[src/rtl/shake_arbiter.sv]
// shake_arbiter
// Shares one keccak_top core between two requesters. A requester raises its
// req bit for the whole session. The arbiter grants the core to one requester
// and routes that requester's streams to the core without adding any latency.
// When the owner drops req, the arbiter spends one FLUSH cycle pulsing
// k_force_done, then returns to IDLE.
//
// Ports
//   clk           : single clock, rising edge
//   rst           : asynchronous reset, active low
//   req[1:0]      : per-requester session request
//   gnt[1:0]      : one-hot grant, asserted only while BUSY
//   r_din         : requester input words, requester i at [i*WIN +: WIN]
//   r_din_valid   : per-requester input valid
//   r_din_ready   : per-requester input ready (owner only)
//   r_dout        : core output word, shared; qualified by r_dout_valid
//   r_dout_valid  : per-requester output valid (owner only)
//   r_dout_ready  : per-requester output ready
//   k_din/_valid  : word and valid to the core
//   k_din_ready   : core input ready
//   k_dout/_valid : word and valid from the core
//   k_dout_ready  : ready to the core
//   k_force_done  : single-cycle flush pulse to the core
module shake_arbiter #(
    parameter int WIN  = 32,
    parameter int WOUT = 32
) (
    input  logic              clk,
    input  logic              rst,
    input  logic [1:0]        req,
    output logic [1:0]        gnt,
    input  logic [2*WIN-1:0]  r_din,
    input  logic [1:0]        r_din_valid,
    output logic [1:0]        r_din_ready,
    output logic [WOUT-1:0]   r_dout,
    output logic [1:0]        r_dout_valid,
    input  logic [1:0]        r_dout_ready,
    output logic [WIN-1:0]    k_din,
    output logic              k_din_valid,
    input  logic              k_din_ready,
    input  logic [WOUT-1:0]   k_dout,
    input  logic              k_dout_valid,
    output logic              k_dout_ready,
    output logic              k_force_done
);

    typedef enum logic [1:0] {
        IDLE  = 2'd0,
        BUSY  = 2'd1,
        FLUSH = 2'd2
    } state_t;

    state_t state_q, state_d;
    logic   sel_q, sel_d;
    logic   last_q, last_d;

    logic       busy;
    logic [1:0] owner_mask;

    // last resets to 1 so the first contended grant after reset goes to requester 0.
    always_ff @(posedge clk or negedge rst) begin
        if (!rst) begin
            state_q <= IDLE;
            sel_q   <= 1'b0;
            last_q  <= 1'b1;
        end else begin
            state_q <= state_d;
            sel_q   <= sel_d;
            last_q  <= last_d;
        end
    end

    always_comb begin
        state_d = state_q;
        sel_d   = sel_q;
        last_d  = last_q;
        unique case (state_q)
            IDLE: begin
                if (req != 2'b00) begin
                    // Both requesting: round-robin against the previous owner.
                    if (req == 2'b11) begin
                        sel_d = ~last_q;
                    end else begin
                        sel_d = req[1];
                    end
                    // last tracks the owner from the moment BUSY is entered.
                    last_d  = sel_d;
                    state_d = BUSY;
                end
            end
            BUSY: begin
                // The owner's last handshake completes combinationally in this
                // cycle; only the next-state changes.
                if (!req[sel_q]) begin
                    state_d = FLUSH;
                end
            end
            FLUSH: begin
                state_d = IDLE;
            end
            default: begin
                state_d = IDLE;
            end
        endcase
    end

    assign busy       = (state_q == BUSY);
    assign owner_mask = sel_q ? 2'b10 : 2'b01;

    // Combinational routing; every handshake qualifier is gated by busy so the
    // core and the non-owner see nothing outside a session.
    always_comb begin
        gnt          = busy ? owner_mask : 2'b00;
        k_din        = sel_q ? r_din[2*WIN-1:WIN] : r_din[WIN-1:0];
        k_din_valid  = busy & r_din_valid[sel_q];
        r_din_ready  = (busy & k_din_ready) ? owner_mask : 2'b00;
        r_dout       = k_dout;
        r_dout_valid = (busy & k_dout_valid) ? owner_mask : 2'b00;
        k_dout_ready = busy & r_dout_ready[sel_q];
        k_force_done = (state_q == FLUSH);
    end

endmodule

[config.mk]
export PLATFORM = sky130hd
export DESIGN_NAME = shake_arbiter
export DESIGN_NICKNAME = d
export VERILOG_FILES = /design/src/rtl/shake_arbiter.sv
export SDC_FILE = /design/constraint.sdc
export NUM_CORES = 1
export LEC_CHECK = 0
export BUFFER_PORTS_ARGS = -buffer_cell sky130_fd_sc_hd__buf_4
export CORE_MARGIN = 10
export CORE_UTILIZATION = 25
export DETAILED_ROUTE_END_ITERATION = 8
export GPL_TIMING_DRIVEN = 1
export PLACE_DENSITY = 0.87
export SLEW_MARGIN = 5
export SYNTH_ARGS = -nofsm -noshare
export SYNTH_HDL_FRONTEND = slang
export SYNTH_SLANG_ARGS = --single-unit
[constraint.sdc]
create_clock -name clk -period 2.5 [get_ports clk]
set_input_delay 0.375 -clock clk [delete_from_list [all_inputs] [get_ports clk]]
set_output_delay 0.375 -clock clk [all_outputs]
set_load 0.005 [all_outputs]
==> summary.md <==
| Metric | Value |
|---|---|
| Cell Pwr Density | `707 nW/um2` |
| Final-report max-slew violation count | `0` |
| Top Ports | `between 150 and 200` |
| Post-route ant nets | `0` |
| Vias in the first global route | `1053` |
| Multi-input logic area | `514 um2` |
| CTS max path bufs | `2` |
| Vias | `977` |
| Placer Congestion | `0.762` |
| Most frequent cells in the layout | `116 x buf_4, 32 x mux2_1, 5 x nor2_1, 3 x mux2i_1, 3 x clkbuf_4` |
| # clock sinks | `4` |
| Synthesized flop and latch total | `4` |
| Net Sw Frac | `36.8%` |
| Row count | `21` |
| Final Cycle Share | `84.7%` |
| Seq/Total Area, Yosys | `11.4%` |
| F_max | `0.472 GHz` |
| Final Hold Viols | `0` |
| Syn_area_per_cell | `roughly 9.3 um2` |
| Iteration-0 DRC Markers | `16` |
| Peak VDD IR | `around 550 uV` |
| Antenna cells | `0` |
| Syn-to-layout area delta | `78.0%` |
| Critical path arrival | `1.74 ns` |
| Psw | `412 uW` |
| Crit. End Element | `output pin` |
| Worst Hold Slack | `0.415 ns` |
| Die width | `79.6 um` |
| Die H | `79.6 um` |
| # port buffers | `between 100 and 150` |
| Status | `finished, final reports clean` |
| CTS clk-pin slew, worst paths | `0.04 ns` |
| Max-cap violations | `0` |
| GR Overflow Total | `0` |
| GRT Total Usage | `10.0%` |
| Wire per inst | `about 16 um` |
| Startpoint types | `register` |
| Clock Latency Late Sink | `0.24 ns` |
| Critical Path RT | `2.12 ns` |
| FF+latch area | `about 100 um2` |
| Starting density of the core | `between 20% and 30%` |
| Htree depth | `1` |
| Pint | `707 uW` |
| Layout Nets | `287` |
| Fillcell total | `325` |
| Layout cells sized above 1 | `67.2%` |
| P_leak | `0.000827 uW` |
| Global-route wire length before repair | `5220 um` |
| Mapped Cells | `96` |
| Combinational Power Share | `69.7%` |
| Postcts setup bufs | `0` |
| Hold Path Class | `in2reg` |
| Initial antenna violation count | `0` |
| Drt via density | `~4.3` |
| Max_slew headroom | `44.1%` |
| Clock Skew | `0.00306 ns` |
| Clock share of power | `under 10%` |
| PostCTS Resize Cnt | `0` |
| DPL Wire Length | `~3200 um` |
| # DRC | `0` |
| Core Area | `roughly 3400 um2` |
| Sequential share of power | `22.3%` |
| Finish-stage setup viols | `0` |
| Critical path type | `reg2out` |
| CP max FO | `42` |
| Mapped Nets | `202` |
| CTS tree | `done` |
| Root buffer cell | `clkbuf_4` |
| Setup_tns | `0 ns` |
| Synthesized area | `888 um2` |
| Worst-margin pin slew | `roughly 0.84 ns` |
| Cell variety after synth | `18` |
| Syn. warnings | `0` |
| Final WL | `3550 um` |
| Most common cell after layout, fill and taps aside | `buf_4` |
| Minimum clock period | `2.12 ns` |
| RSZ-0062 raised after global routing | `no` |
| TritonCTS Buffers | `3` |
| Die ar. | `6340 um2` |
| Largest net degree at the start of global routing | `43` |
| Drt first pass iters | `2` |
flip-flops by register name, summed over array words and instances, names as in the netlist:
register  flops
sel_q         1
last_q        1
state_q       2
layout make-up:
cell class	count	area share, %
Clock buffer	4	1.66
Tap cell	46	3.64
Timing Repair Buffer	117	55.7
Multi-Input combinational cell	55	32.5
Sequential cell	4	6.49
path summary, 6_finish.rpt:
check / to / from / depth (start not counted) / slack (ns)
min in group asynchronous: state_q[0] / rst / 2 / 0.47
worst max-delay path: k_din_valid / sel_q / 4 / 0.38
worst min register to register: last_q / last_q / 1 / 0.53
worst max register to register: state_q[0] / sel_q / 2 / 1.05
max in group asynchronous: last_q / rst / 2 / 1.84
worst min-delay path: sel_q / req[1] / 2 / 0.42
power by group through the flow:
stage | registers, uW | logic (uW) | clock network, uW
finish | 250 | 780 | 89.2
global route | 270 | 854 | 97.5
CTS | 255 | 802 | 92.8
detailed placement | 255 | 796 | 0
global placement | 254 | 786 | 0
floorplan | 127 | 503 | 0
per-layer routing:
metal | routed length, um | track usage (%) | part of all wire, %
met1 | 1200 | 8.85 | 34
met2 | 1770 | 18.0 | 50
met3 | 567 | 7.88 | 16
met4 | 10 | 1.25 | 0.28
met5 | 0 | 0 | 0
cell usage after synthesis:
| library cell | count | area [um2] |
|---|---|---|
| dfstp_2 | 1 | 26.3 |
| and3_1 | 2 | 12.5 |
| buf_4 | 35 | 263 |
| nand2_1 | 1 | 3.75 |
| and2_1 | 2 | 12.5 |
| dfrtp_1 | 3 | 75.1 |
| nor2_1 | 5 | 18.8 |
| a21o_1 | 1 | 7.51 |
| a211oi_1 | 1 | 7.51 |
| nor3b_1 | 2 | 15.0 |
| buf_2 | 2 | 10.0 |
| nor4b_1 | 1 | 8.76 |
| mux2i_1 | 3 | 30.0 |
| nand2b_1 | 1 | 6.26 |
| nor2b_1 | 2 | 12.5 |
| or3b_1 | 1 | 8.76 |
| a32o_1 | 1 | 10.0 |
| mux2_1 | 32 | 360 |
worst max-delay path, cell delays in order, from the launching register on:
cell and delay (ns):
dfrtp_2 0.89, buf_4 0.23, mux2i_1 0.18, nor2_1 0.05, buf_4 0.13
through the flow:
stage	instance area (um2)	setup WS, ns	std cells	total power, uW	util, %
6_report	1580	0.383	226	1120	46.7
5_1_grt	1580	0.233	226	1220	46.7
4_1_cts	1580	0.337	226	1150	46.7
3_5_place_dp	1550	0.601	221	1050	45.6
3_3_place_gp	1550	0.608	221	1040	45.6
2_1_floorplan	888	1.15	96	630	-
cell families (layout without fill, tap and decap cells):
family	after synthesis	in the layout	synth area share (%)
simple gates	17	17	11.1
flops	4	4	11.4
buf+inv	37	121	30.7
compound gates	3	3	2.82
mux	35	35	43.9
what timing repair did:
item,4_1_cts,5_1_grt
hold buffers,1,0
setup endpoints to repair,0,0
endpoints found under the hold margin,3,0
Power figures use the tool's default switching activity.
